**src/rtl/mc_control_fsm.sv**
```systemverilog
// mc_control_fsm: multi-cycle MIPS control sequencer.
// Steps each instruction through fetch/decode/execute/memory/writeback and
// drives datapath enables and mux selects.
// Optional build macro MC_PERF_CNT_EN adds cycle_cnt / instr_cnt outputs.
//
// state  | meaning
// IDLE   | halted at an instruction boundary, waiting for run
// FETCH  | instruction read; IR and PC load on mem_ready
// DECODE | latch opcode_funct, precompute branch target
// MEMADR | effective address for lw/sw
// MEMRD  | data read, wait for mem_ready
// MEMWB  | write loaded data to register file
// MEMWR  | data write, wait for mem_ready
// EXEC   | ALU operation for R-type / immediate
// ALUWB  | write ALU result to register file
// BRANCH | conditional PC update (beq/bne)
// JUMP   | unconditional PC update (j/jr)
// TRAP   | undecodable op or memory timeout; left only by rst
module mc_control_fsm #(
  parameter int unsigned TIMEOUT_CYCLES = 255
) (
  input  logic       clk,
  input  logic       rst,
  input  logic       run,
  input  logic [6:0] opcode_funct,
  input  logic       zero,
  input  logic       mem_ready,
  output logic       mem_req,
  output logic       mem_we,
  output logic       ir_we,
  output logic       pc_we,
  output logic       rf_we,
  output logic       reg_dst,
  output logic       mem_to_reg,
  output logic       alu_src_a,
  output logic [1:0] alu_src_b,
  output logic [1:0] pc_src,
  output logic       retire,
  output logic       illegal,
  output logic [3:0] state
`ifdef MC_PERF_CNT_EN
  ,
  output logic [31:0] cycle_cnt,
  output logic [31:0] instr_cnt
`endif
);

  typedef enum logic [3:0] {
    S_IDLE   = 4'd0,  S_FETCH  = 4'd1,  S_DECODE = 4'd2,  S_MEMADR = 4'd3,
    S_MEMRD  = 4'd4,  S_MEMWB  = 4'd5,  S_MEMWR  = 4'd6,  S_EXEC   = 4'd7,
    S_ALUWB  = 4'd8,  S_BRANCH = 4'd9,  S_JUMP   = 4'd10, S_TRAP   = 4'd11
  } state_t;

  state_t      state_q, state_d;
  logic [6:0]  op_q, op_d;
  logic [15:0] tmo_q, tmo_d;
  logic        illegal_q, illegal_d;
  logic        in_wait;
  logic        tmo_hit;
  logic        end_instr;

  // Next-state, timeout and datapath control decode; Mealy terms use mem_ready/zero.
  always_comb begin
    state_d    = state_q;
    op_d       = op_q;
    mem_req    = 1'b0;
    mem_we     = 1'b0;
    ir_we      = 1'b0;
    pc_we      = 1'b0;
    rf_we      = 1'b0;
    reg_dst    = 1'b0;
    mem_to_reg = 1'b0;
    alu_src_a  = 1'b0;
    alu_src_b  = 2'b00;
    pc_src     = 2'b00;
    retire     = 1'b0;
    end_instr  = 1'b0;
    in_wait    = (state_q == S_FETCH) || (state_q == S_MEMRD) || (state_q == S_MEMWR);
    // The increment happening this cycle is the one that reaches the limit;
    // a mem_ready in the same cycle still wins.
    tmo_hit    = in_wait && !mem_ready &&
                 (({1'b0, tmo_q} + 17'd1) == 17'(TIMEOUT_CYCLES));

    case (state_q)
      S_IDLE: begin
        if (run) state_d = S_FETCH;
      end
      S_FETCH: begin
        mem_req   = 1'b1;
        alu_src_b = 2'b01;
        if (mem_ready) begin
          ir_we   = 1'b1;
          pc_we   = 1'b1;
          state_d = S_DECODE;
        end else if (tmo_hit) begin
          state_d = S_TRAP;
        end
      end
      S_DECODE: begin
        alu_src_b = 2'b11;
        op_d      = opcode_funct;
        case (opcode_funct)
          7'h23, 7'h2b:                             state_d = S_MEMADR;
          7'h60, 7'h62, 7'h64, 7'h65, 7'h66, 7'h67,
          7'h08, 7'h0c, 7'h0d, 7'h0e:               state_d = S_EXEC;
          7'h04, 7'h05:                             state_d = S_BRANCH;
          7'h02, 7'h48:                             state_d = S_JUMP;
          default:                                  state_d = S_TRAP;
        endcase
      end
      S_MEMADR: begin
        alu_src_a = 1'b1;
        alu_src_b = 2'b10;
        state_d   = (op_q == 7'h2b) ? S_MEMWR : S_MEMRD;
      end
      S_MEMRD: begin
        mem_req = 1'b1;
        if (mem_ready)    state_d = S_MEMWB;
        else if (tmo_hit) state_d = S_TRAP;
      end
      S_MEMWB: begin
        rf_we      = 1'b1;
        mem_to_reg = 1'b1;
        end_instr  = 1'b1;
      end
      S_MEMWR: begin
        mem_req = 1'b1;
        mem_we  = 1'b1;
        if (mem_ready)    end_instr = 1'b1;
        else if (tmo_hit) state_d = S_TRAP;
      end
      S_EXEC: begin
        alu_src_a = 1'b1;
        alu_src_b = op_q[6] ? 2'b00 : 2'b10;
        state_d   = S_ALUWB;
      end
      S_ALUWB: begin
        rf_we     = 1'b1;
        reg_dst   = op_q[6];
        end_instr = 1'b1;
      end
      S_BRANCH: begin
        alu_src_a = 1'b1;
        pc_src    = 2'b01;
        pc_we     = op_q[0] ? ~zero : zero;
        end_instr = 1'b1;
      end
      S_JUMP: begin
        pc_we     = 1'b1;
        pc_src    = op_q[6] ? 2'b11 : 2'b10;
        end_instr = 1'b1;
      end
      S_TRAP:  state_d = S_TRAP;
      default: state_d = S_TRAP;
    endcase

    if (end_instr) begin
      retire  = 1'b1;
      state_d = run ? S_FETCH : S_IDLE;
    end

    // Counter restarts on every entry into a wait state.
    if (state_d != state_q)             tmo_d = 16'd0;
    else if (in_wait && !mem_ready)     tmo_d = tmo_q + 16'd1;
    else                                tmo_d = tmo_q;

    illegal_d = illegal_q | (state_d == S_TRAP);

    // Reset dominates: nothing (including a retire on a late mem_ready) escapes.
    if (rst) begin
      mem_req    = 1'b0;
      mem_we     = 1'b0;
      ir_we      = 1'b0;
      pc_we      = 1'b0;
      rf_we      = 1'b0;
      reg_dst    = 1'b0;
      mem_to_reg = 1'b0;
      alu_src_a  = 1'b0;
      alu_src_b  = 2'b00;
      pc_src     = 2'b00;
      retire     = 1'b0;
    end
  end

  assign illegal = illegal_q & ~rst;
  assign state   = state_q;

  // Sequencer state, latched op, timeout counter and sticky illegal flag.
  always_ff @(posedge clk) begin
    if (rst) begin
      state_q   <= S_IDLE;
      op_q      <= 7'd0;
      tmo_q     <= 16'd0;
      illegal_q <= 1'b0;
    end else begin
      state_q   <= state_d;
      op_q      <= op_d;
      tmo_q     <= tmo_d;
      illegal_q <= illegal_d;
    end
  end

`ifdef MC_PERF_CNT_EN
  logic [31:0] cycle_cnt_q, cycle_cnt_d;
  logic [31:0] instr_cnt_q, instr_cnt_d;

  // Active-cycle and retired-instruction counts, wrapping modulo 2^32.
  always_comb begin
    cycle_cnt_d = cycle_cnt_q;
    instr_cnt_d = instr_cnt_q;
    if (state_q != S_IDLE && state_q != S_TRAP) cycle_cnt_d = cycle_cnt_q + 32'd1;
    if (retire)                                 instr_cnt_d = instr_cnt_q + 32'd1;
  end

  // Performance counter registers.
  always_ff @(posedge clk) begin
    if (rst) begin
      cycle_cnt_q <= 32'd0;
      instr_cnt_q <= 32'd0;
    end else begin
      cycle_cnt_q <= cycle_cnt_d;
      instr_cnt_q <= instr_cnt_d;
    end
  end

  assign cycle_cnt = cycle_cnt_q;
  assign instr_cnt = instr_cnt_q;
`endif

endmodule

```
**config.mk**
```make
export PLATFORM = sky130hd
export DESIGN_NAME = mc_control_fsm
export DESIGN_NICKNAME = d
export VERILOG_FILES = /design/src/rtl/mc_control_fsm.sv
export SDC_FILE = /design/constraint.sdc
export NUM_CORES = 1
export LEC_CHECK = 0
export ABC_AREA = 1
export BUFFER_PORTS_ARGS = -buffer_cell sky130_fd_sc_hd__buf_2
export CORE_MARGIN = 3
export CORE_UTILIZATION = 54
export CTS_CLUSTER_DIAMETER = 30
export CTS_CLUSTER_SIZE = 24
export DETAILED_ROUTE_END_ITERATION = 10
export MAX_ROUTING_LAYER = met4
export PLACE_DENSITY = 0.75
export SLEW_MARGIN = 20
export SYNTH_ARGS = -nofsm -noshare
export SYNTH_HDL_FRONTEND = slang
export SYNTH_SLANG_ARGS = --single-unit
```
**constraint.sdc**
```tcl
create_clock -name clk -period 3.22 [get_ports clk]
set_clock_uncertainty 0.1 [all_clocks]
set_input_delay 0 -clock clk [delete_from_list [all_inputs] [get_ports clk]]
set_output_delay 0 -clock clk [all_outputs]
set_load 0.02 [all_outputs]
```
# Yosys cells after proc, flatten, opt, wreduce, memory -nomap -nowiden
# Index checks and enable logic that the tools add are counted.
[word_totals]
regBits = 28
in_bits = 12
n_memories = 0
mem_bits_rw = 0
romBits = 0
latch_bits = 0
[classes]
muxes = 37
order_cmp = 0
n_div = 0
n_bitwise = 4
mul = 0
shift = 0
reduce_logical = 15
n_eq_ne = 30
add_sub_neg = 2
[ops]
columns = ["cell", "count"]
rows = [
  ["$eq A7 B7 Y1 const B", 7],
  ["$pmux W4 S8", 1],
  ["$eq A7 B4 Y1 const B", 4],
  ["$mux W4", 6],
  ["$eq A7 B6 Y1 const B", 3],
  ["$mux W1", 21],
  ["$add A16 B1 Y17 const B", 1],
  ["$eq A17 B8 Y1 const B", 1],
  ["$add A16 B1 Y16 const B", 1],
  ["$eq A4 B3 Y1 const B", 4],
  ["$eq A4 B4 Y1 const B", 4],
  ["$pmux W4 S4", 1],
  ["$eq A7 B3 Y1 const B", 2],
  ["$reduce_or A10 Y1", 1],
  ["$reduce_or A2 Y1", 5],
  ["$eq A4 B2 Y1 const B", 2],
  ["$mux W2", 4],
  ["$pmux W2 S4", 1],
  ["$eq A7 B2 Y1 const B", 1],
  ["$reduce_or A3 Y1", 2],
  ["$eq A4 B1 Y1 const B", 1],
  ["$logic_not A4 Y1", 1],
  ["$ne A4 B4 Y1", 1],
  ["$pmux W2 S2", 1],
  ["other kinds (9)", 12],
]

# Logic depth before layout (Yosys ltp)
# Gate-level depths: netlist (run 1).
[logic_depth]
depth_word = 11
ltp_mapped = 20
depth_no_buf = 19

# Worst setup path before layout (run 1)
# OpenSTA, ideal clock, no wires.
[synth_timing]
path_type = "register to register"
start = "register tmo_q[0]"
end = "register tmo_q[9]"
period_less_slack_ns = 2.228
stages_incl_launch_ff = 20
path_buffers = 1
t_required_ns = 2.996
setup_slack_ns = 0.992
arrival_ns = 2.004
cell_sequence = "dfxtp_1 > ha_1 > nand2_1 > nor2_4 > nand3_1 > nand2_1 > nand2_1 > inv_2 > nand2_1 > nor2_1 > nand4_2 > nand2_1 > nand2_1 > nand2_2 > nand2_1 > nand2_1 > nand2_1 > nand3_2 > buf_6 > nor2_4"
[synth_via]
elab_chain_cells = 9
word_cells_on_any_way = 12
[synth_rtl]
columns = ["item", "line_no", "rtl"]
rows = [
  ["start: declaration", "56", "logic [15:0] tmo_q, tmo_d;"],
  ["start signal: assignment", "198", "tmo_q <= tmo_d;"],
  ["$add A16 B1 Y17", "82", "(({1'b0, tmo_q} + 17'd1) == 17'(TIMEOUT_CYCLES));"],
  ["$eq A17 B8 Y1", "82", ""],
  ["$logic_and A1 B1 Y1", "81", "tmo_hit = in_wait && !mem_ready &&"],
  ["$mux W4", "95, 119, 130", ""],
  ["$mux W4 (on tied branches)", "129, 118, 91", ""],
  ["$pmux W4 S8", "84", "case (state_q)"],
  ["$mux W4", "157", "if (end_instr) begin"],
  ["$ne A4 B4 Y1", "163", "if (state_d != state_q) tmo_d = 16'd0;"],
  ["$reduce_or A2 Y1 (no source line)", "-", ""],
]
# Several ways; a longest one is shown, not always the timed one.
# A chain may end at the register's enable or synchronous reset.

# Final worst setup path (run 1)
[layout_timing]
start = "register tmo_q[0]"
end = "register tmo_q[15]"
# The elaborated chain is that of the path after synthesis.

==> results.md, run 1 <==
- Startpoint Class: flip-flop
- Number of hold violations in the final report: 0
- Mapped Area: 2140 um2
- Initial antenna violation count: 0
- Pins over their slew limit: 0
- Routability cong.: 0.933
- Setup CP Type: flip-flop to flip-flop
- Commonest non-fill, non-tap cells in the layout: 93 x nand2_1, 54 x nor2_1, 33 x inv_1, 29 x buf_2, 28 x dfxtp_1
- Tot Pwr: 1200 uW
- Num CTS Buffers: 3
- Clock share of power: 16.3%
- Post-CTS setup buffer count: 0
- Critical Path Fanout Max: 16
- Critical path arrival: 2.87 ns
- Detailed Routing Iterations Pass 1: 5
- Net Sw Frac: 45.0%
- Post-cts resize count: 0
- Fraction of registers with async set/reset: 0%
- Setup_tns: 0 ns
- Top post-synthesis cells by area: dfxtp_1 26%, nand2_1 16%, nor2_1 9.5%
- Total grt overflow: 0
- Total placed instance area: 2300 um2
- Root buf cell: clkbuf_8
- Fmax: 362 MHz
- Die ar.: 4750 um2
- Fin crit share: 85.7%
- Post-synth top area cell: dfxtp_1
- Commonest non-fill, non-tap cell in the layout: nand2_1
- FP Rows: 22
- Mapped Cells: 355
- Final min period: 2.76 ns
- Sink Count: 28
- Final wirelength: 5070 um
- Crit path buf inv count: 0
- Post-CTS Hold Buffers: 9
- Worst setup path startpoint: tmo_q[0]
- Slew HR: 67.7%
- Seq/Total Area, Yosys: 26.2%
- #FFs+latches synth: 28
- Worst VDD drop: 0.000271 V
- Dominant synthesized flop cell: dfxtp_1
- Antenna diode count: 0
- Vias in the first global route: 1,856
- Die Span Y: 68.9 um
- Design area: 2430 um2
- H-Tree Level Count: 1
- Worst r2r src: tmo_q[0]
- Die W: 68.9 um
- Largest net degree at the start of global routing: 27
- DP HPWL: 3940 um
- Synth top area share: 26.2%
- HP Class: primary input to flip-flop
- Drc violations: 0
- Total vias in the final route: 2,323
- Outcome: finished clean
- EDFF count, synth: 0
- IO Count: 30
- # fillers: 394
- CP peak stage delay: 0.42 ns
- Slowest library cell on the worst path: dfxtp_1
- Initial Utilization: 57.1%
- Core Region: 3740 um2
- Fraction of layout cells with a size suffix above 1: 21.3%
- Int Power: 661 uW
- Clock Pin Slew Worst Setup and Hold Paths: 0.10 ns
- Max-cap violations: 0
- Pleak: 0.00105 uW
- Pwr/cell area: 494 nW/um2
- Final #Nets: 406
- Deepest clock path buffer count: 2
- Syn-to-layout area delta: 13.8%
- Port buffer count: 29
- Drt wl/cell: 11.6 um
- Yosys cell types: 31
- Crit path required time: 3.33 ns
- Syn avg cell area: 6.02 um2
- Initial drt markers: 224
- Crit-path most repeated cell: nand2_1
- Gr usage total: 24.1%
- First-pass GRT wire length: 8490 um
- CP Cell Sequence: ha_1 > nand2_1 > nor2_4 > nand2_1 > nand2_1 > nand2_1 > nor2_2 > nand2_1 > nor2_2 > nand3_1 > nand2_1 > nand2_1 > nand2_2 > nand2_2 > nand2_1 > nand2_1 > nor2_2 > nand3_2 > nor2_1
- Routed Antenna Nets: 0
- Worst-margin pin slew: 0.483 ns
- Endpoints failing setup: 0
- DR vias/cell: 5.30
- Syn. warnings: 0
- HP Start: mem_ready
- Worst skew pair latency: 0.28 ns
- CP delay by family, top: simple AND/OR/NAND/NOR gates
- RSZ-0062 raised after global routing: false
- Syn nets: 369
- Sequential power share: 38.5%
- CTS tree: done
- Combinational share of power: 45.1%
- CP Capture Type: flip-flop
- Switching power: 541 uW
flip-flops by register name (all words and copies together) (netlist names):
name / cells
illegal_q: 1
op_q: 7
state: 4
tmo_q: 16
tightest hold or removal path: cells and delay by family:
kind          cells  cell delay (ns)
simple gates      4             0.30
buf+inv           2             0.22
cell families after synthesis:
kind of cell	Yosys count	synth area share, %
and+or+nand+nor	222	48.3
buffers and inverters	51	10.1
AOI/OAI and AO/OA	49	13.0
DFF	28	26.2
xor gates and xnor gates	3	1.23
adders and majority gates	2	1.17
final timing paths:
check | slack [ns] | depth (start not counted) | endpoint
setup reg to reg | 0.46 | 19 | tmo_q[15]
setup / recovery | 0.46 | 19 | tmo_q[15]
hold reg to reg | 0.37 | 2 | op_q[2]
hold / removal | 0.18 | 6 | state[3]
power groups by stage:
stage,clock (uW),combinational (uW),sequential [uW]
final,196,542,463
after global routing,215,620,474
after CTS,201,540,462
after detailed placement,0,525,470
after global placement,0,522,469
after floorplan,0,434,463
Yosys cell counts (6+ instances only):
library cell,count
o21ai_0,27
inv_1,33
nand2_1,93
nand3_1,25
nor2_2,15
dfxtp_1,28
nand4_1,9
nand2_2,10
inv_2,11
nor2_1,54
nor2_4,6
a21oi_1,13
through the flow:
step                utilization, %  instances  hold WS, ns  setup slack, ns
floorplan                        -        355       0.0487            0.992
global placement              61.4        426        0.174            0.574
detailed placement            61.4        426        0.178            0.474
CTS                           64.9        438        0.164            0.463
global route                  64.9        438        0.218            0.150
finish                        64.9        438        0.176            0.460
per-layer routing:
layer / track usage, % / vias to the layer above / share of wire, %
li1: - / 1210 / -
met2: 33.2 / 96 / 42
met3: 3.08 / 5 / 7.0
met5: - / - / 0
met1: 37.0 / 1012 / 50
met4: 5.11 / 0 / 0.97
layout make-up:
type                            instances  area, um2  share of cell area, %
Timing Repair Buffer                   39        243                   9.98
Multi-Input combinational cell        276       1360                   56.0
Tap cell                               48       60.1                   2.47
Clock buffer                            3       41.3                   1.70
Inverter                               44        165                   6.79
Sequential cell                        28        561                   23.1
Note: power is estimated with default switching activity, not from simulation.
==> run 2: changes to the inputs <==
RECOVER_POWER = 100   (was not set)
==> results.md, run 2 (synthesis gave the netlist of run 1 again) <==
- Largest net degree at the start of global routing: 27 (unchanged)
- DR vias/cell: 5.30 (about the same)
- Worst-margin pin slew: 0.750 ns (+0.266 ns)
- Initial drt markers: 211 (-5.8%)
- Max FFs per register: 16 (unchanged)
- Sink Count: 28 (unchanged)
- Initial antenna violation count: 0 (unchanged)
- Commonest non-fill, non-tap cell in the layout: nand2_1
- Placed cells: 426 (unchanged)
- Commonest non-fill, non-tap cells in the layout: 95 x nand2_1, 56 x nor2_1, 33 x inv_1, 28 x dfxtp_1, 27 x o21ai_0
- Pleak: 0.000982 uW (-6.7%)
- Pins over their slew limit: 0 (unchanged)
- Routed Antenna Nets: 0 (unchanged)
- Int Power: 651 uW (-1.5%)
- Worst skew pair latency: 0.28 ns (about the same)
- Vias in the first global route: 1,856 (unchanged)
- Crit path required time: 3.33 ns (about the same)
- Critical path arrival: 2.90 ns (+0.03 ns)
- Startpoint Class: flip-flop
- Routability cong.: 0.933 (unchanged)
- Max-cap violations: 0 (unchanged)
- CP Capture Type: flip-flop
- Drt wl/cell: 11.7 um (+1.0%)
- Die ar.: 4750 um2 (unchanged)
- Syn-to-layout area delta: 12.1%
- Deepest clock path buffer count: 2 (unchanged)
- Initial Utilization: 57.1% (unchanged)
- H-Tree Level Count: 1 (unchanged)
- Endpoints failing setup: 0 (unchanged)
- Worst Reg-to-Reg Cells: 19 (unchanged)
- Die W: 68.9 um (unchanged)
- RSZ-0062 raised after global routing: false
- Drc violations: 0 (unchanged)
- HP Class: primary input to flip-flop
- Final std cells w/o fill: 438 (unchanged)
- Switching power: 540 uW (-0.12%)
- Total grt overflow: 0 (unchanged)
- Hold depth: 6 (unchanged)
- Setup_tns: 0 ns (unchanged)
- First-pass GRT wire length: 8490 um (unchanged)
- Core Region: 3740 um2 (unchanged)
- Net Sw Frac: 45.4% (+0.36 points)
- DP HPWL: 3940 um (unchanged)
- Num CTS Buffers: 3 (unchanged)
- Final wirelength: 5120 um (+1.0%)
- IO Count: 30 (unchanged)
- Combinational share of power: 44.4% (-0.7 points)
- Root buf cell: clkbuf_8
- Worst VDD drop: 0.000271 V (-0.17%)
- Port buffer count: 29 (unchanged)
- Final min period: 2.79 ns (+0.0287 ns)
- Gr usage total: 24.1% (unchanged)
- Critical Path Fanout Max: 16 (unchanged)
- Fmax: 359 MHz (-1.0%)
- CTS tree: done
- Fraction of layout cells with a size suffix above 1: 15.9% (-5.4 points)
- Fin crit share: 86.6% (+0.89 points)
- Total vias in the final route: 2,322 (-0.043%)
- Slew HR: 50.0% (-18 points)
- Detailed Routing Iterations Pass 1: 5 (unchanged)
- Sequential power share: 38.9% (+0.4 points)
- Outcome: finished clean
- Antenna diode count: 0 (unchanged)
- Setup CP Type: flip-flop to flip-flop
- Pwr/cell area: 497 nW/um2 (+0.60%)
- Final #Nets: 406 (unchanged)
- Number of hold violations in the final report: 0 (unchanged)
- Clock Pin Slew Worst Setup and Hold Paths: 0.10 ns (about the same)
- Most flops, register: tmo_q
- Die Span Y: 68.9 um (unchanged)
- Clock share of power: 16.7% (+0.4 points)
- FP Rows: 22 (unchanged)
[run 2: cell types whose count changed in the layout (fill, tap and decap cells not counted), sizes merged]
cell    delta
clkbuf    +17
buf       -17
[run 2: repair_timing]
| action | CTS | global route |
|---|---|---|
| resized for setup | 0 | 0 |
| endpoints found under the hold margin | 9 | 0 |
| hold buffers | 9 | 0 |
| setup buffers | 0 | 0 |
[run 2: worst paths after layout]
kind              startpoint   endpoint  slack, ns
setup reg to reg    tmo_q[0]  tmo_q[15]       0.43
hold / removal     mem_ready   state[3]       0.17
hold reg to reg      op_q[2]    op_q[2]       0.37
setup / recovery    tmo_q[0]  tmo_q[15]       0.43
[run 2: power by group through the flow]
| stage | Clock [uW] | Combinational [uW] | Sequential (uW) |
|---|---|---|---|
| floorplan | 0 | 434 | 463 |
| finish | 198 | 529 | 464 |
| CTS | 201 | 540 | 462 |
| detailed placement | 0 | 525 | 470 |
| global route | 215 | 606 | 474 |
| global placement | 0 | 522 | 469 |
[run 2: metal layers]
metal	GRT usage (%)	up-vias	wire, um
met1	37.0	1024	2620
met4	5.11	0	49
met5	-	-	0
li1	-	1210	-
met2	33.2	83	2160
met3	3.08	5	292
[run 2: critical path, stage by stage (launching register included)]
cell and delay [ns]:
dfxtp_1 0.42, ha_1 0.22, nand2_1 0.12, nor2_4 0.18
nand2_1 0.10, nand2_1 0.07, nand2_1 0.07, nor2_2 0.08
nand2_1 0.06, nor2_2 0.07, nand3_1 0.10, nand2_1 0.08
nand2_1 0.05, nand2_1 0.14, nand2_2 0.07, nand2_1 0.06
nand2_1 0.07, nor2_2 0.09, nand3_2 0.38, nor2_1 0.21
[run 2: final cells by class]
type | count | area, um2
Fill cell | 401 | 1350
Multi-Input combinational cell | 276 | 1350
Sequential cell | 28 | 561
Timing Repair Buffer | 39 | 221
Inverter | 44 | 165
Tap cell | 48 | 60.1
Clock buffer | 3 | 41.3
[run 2: stage by stage]
step	setup WS [ns]	hold slack (ns)	util, %	total power, uW	instance area (um2)
2_1_floorplan	0.992	0.0487	-	897	2140
3_3_place_gp	0.574	0.174	61.4	991	2300
3_5_place_dp	0.474	0.178	61.4	995	2300
4_1_cts	0.463	0.164	64.9	1200	2430
5_1_grt	0.0856	0.218	64.0	1290	2390
6_report	0.432	0.170	64.0	1190	2390
==> run 3: changes to the inputs <==
clock period = 3.11 ns   (was 3.22 ns; I/O delays follow)
==> results.md, run 3 (synthesis gave the netlist of run 1 again) <==
- Outcome: finished clean
- Critical path arrival: 2.82 ns (-0.08 ns)
- Total grt overflow: 0 (unchanged)
- Worst-margin pin slew: 0.755 ns (+0.00481 ns)
- Number of hold violations in the final report: 0 (unchanged)
- Initial drt markers: 202 (-4.3%)
- Multi-input logic area: 1350 um2 (+0.19%)
- Final wirelength: 5280 um (+3.1%)
- # fillers: 369 (-8.0%)
- HP Start: mem_ready
- FP Rows: 22 (unchanged)
- Worst Reg-to-Reg Cells: 19 (unchanged)
- Reg area: 561 um2 (unchanged)
- Max FFs per register: 16 (unchanged)
- Port buffer count: 29 (unchanged)
- Die ar.: 4750 um2 (unchanged)
- Detailed Routing Iterations Pass 1: 5 (unchanged)
- DP HPWL: 3990 um (+1.2%)
- Initial antenna violation count: 0 (unchanged)
- Clock share of power: 18.7% (+2.0 points)
- DR vias/cell: 5.15 (-2.8%)
- Post-CTS setup buffer count: 0 (unchanged)
- Initial Utilization: 57.1% (unchanged)
- Worst Hold End: state[3]
- Sequential power share: 37.6% (-1.3 points)
- Critical Path Fanout Max: 16 (unchanged)
- HP Class: primary input to flip-flop
- Vias in the first global route: 1,853 (-0.16%)
- Root buf cell: clkbuf_8
- Max-cap violations: 0 (unchanged)
- Fin crit share: 87.2% (+0.65 points)
- Deepest clock path buffer count: 2 (unchanged)
- Worst skew pair latency: 0.28 ns (about the same)
- Fmax: 369 MHz (+2.8%)
- Pleak: 0.000995 uW (+1.3%)
- Int Power: 704 uW (+8.2%)
- Most flops, register: tmo_q
- Worst r2r src: tmo_q[0]
- Die W: 68.9 um (unchanged)
- Tot Pwr: 1270 uW (+6.8%)
- First-pass GRT wire length: 8430 um (-0.66%)
- Gr usage total: 23.8% (-0.25 points)
- Slew HR: 49.7% (-0.32 points)
- Pins over their slew limit: 0 (unchanged)
- Setup_tns: 0 ns (unchanged)
- Antenna diode count: 0 (unchanged)
- Endpoints failing setup: 0 (unchanged)
- Routed Antenna Nets: 0 (unchanged)
- Clock Pin Slew Worst Setup and Hold Paths: 0.10 ns (about the same)
- H-Tree Level Count: 1 (unchanged)
- Hold depth: 6 (unchanged)
- Startpoint Class: flip-flop
- Num CTS Buffers: 3 (unchanged)
- Total vias in the final route: 2,272 (-2.2%)
- R2R setup slack: 0.40 ns (-0.03 ns)
- Combinational share of power: 43.7% (-0.7 points)
- Worst VDD drop: 0.000280 V (+3.4%)
- IO Count: 30 (unchanged)
- Crit path required time: 3.22 ns (-0.11 ns)
- Die Span Y: 68.9 um (unchanged)
- RSZ-0062 raised after global routing: false
- CP Capture Type: flip-flop
- Setup CP Type: flip-flop to flip-flop
- Switching power: 568 uW (+5.1%)
- Core Region: 3740 um2 (unchanged)
- Final #Nets: 408 (+0.49%)
- Pwr/cell area: 524 nW/um2 (+5.5%)
- Routability cong.: 0.911 (-2.4%)
- Final min period: 2.71 ns (-0.0752 ns)
- Reg2reg end: tmo_q[2]
- CTS tree: done
- Syn-to-layout area delta: 13.5%
- Post-cts resize count: 0 (unchanged)
- Fraction of layout cells with a size suffix above 1: 16.3% (+0.39 points)
- Commonest non-fill, non-tap cells in the layout: 94 x nand2_1, 56 x nor2_1, 33 x inv_1, 28 x dfxtp_1, 27 x o21ai_0
- Largest net degree at the start of global routing: 27 (unchanged)
- Commonest non-fill, non-tap cell in the layout: nand2_1
- Drc violations: 0 (unchanged)
- Net Sw Frac: 44.6% (-0.71 points)
- Drt wl/cell: 12.0 um (+2.4%)
- Sink Count: 28 (unchanged)
## run 3: worst max path at each step
stage                         from       end  slack, ns  depth (start not counted)
after global routing      tmo_q[1]  tmo_q[5]       0.05                         15
final                     tmo_q[0]  tmo_q[2]       0.40                         19
after global placement    tmo_q[1]  tmo_q[0]       0.47                         19
after detailed placement  tmo_q[0]  tmo_q[2]       0.42                         19
after floorplan           tmo_q[0]  tmo_q[9]       0.88                         19
after CTS                 tmo_q[0]  tmo_q[2]       0.39                         19
## run 3: through the flow
stage	hold slack (ns)	cells	cell area (um2)	worst slack [ns]	utilization (%)
3_5_place_dp	0.176	427	2310	0.417	61.6
4_1_cts	0.180	441	2460	0.394	65.8
5_1_grt	0.215	441	2420	0.0526	64.8
3_3_place_gp	0.177	427	2310	0.470	61.6
6_report	0.171	441	2420	0.397	64.8
2_1_floorplan	0.0487	355	2140	0.882	-
## run 3: power groups by stage
stage,combinational (uW),clock (uW),sequential (uW)
2_1_floorplan,450,0,479
3_3_place_gp,546,0,485
3_5_place_dp,549,0,485
4_1_cts,567,239,477
5_1_grt,637,256,486
6_report,555,238,478
## run 3: routing by layer
metal | wire length (um) | global-route usage, % | vias up
li1 | - | - | 1210
met1 | 2690 | 36.0 | 997
met2 | 2240 | 33.3 | 58
met3 | 295 | 2.92 | 7
met4 | 56 | 5.84 | 0
met5 | 0 | - | -
## run 3: cell type report
class	count	area share [%]
inverter	44	6.81
tap	48	2.48
timing repair buffer	41	9.70
clock buffer	4	2.27
multi-input combinational	276	55.6
sequential	28	23.1
## run 3: worst max-delay path, cell delays in order, from the launching register on
cell	delay (ns)
dfxtp_1	0.42
ha_1	0.21
nand2_1	0.12
nor2_4	0.18
nand2_1	0.09
nand2_1	0.07
nand2_1	0.07
nor2_2	0.08
nand2_1	0.06
nor2_2	0.07
nand3_1	0.10
nand2_1	0.08
nand2_1	0.06
nand2_2	0.10
nand2_2	0.06
nand2_1	0.05
nand2_1	0.06
nor2_2	0.08
nand3_2	0.36
nor2_1	0.21
## run 3: repair_timing
item	4_1_cts	5_1_grt
hold buffers	10	0
hold endpoints to repair	9	0
setup endpoints to repair	0	0
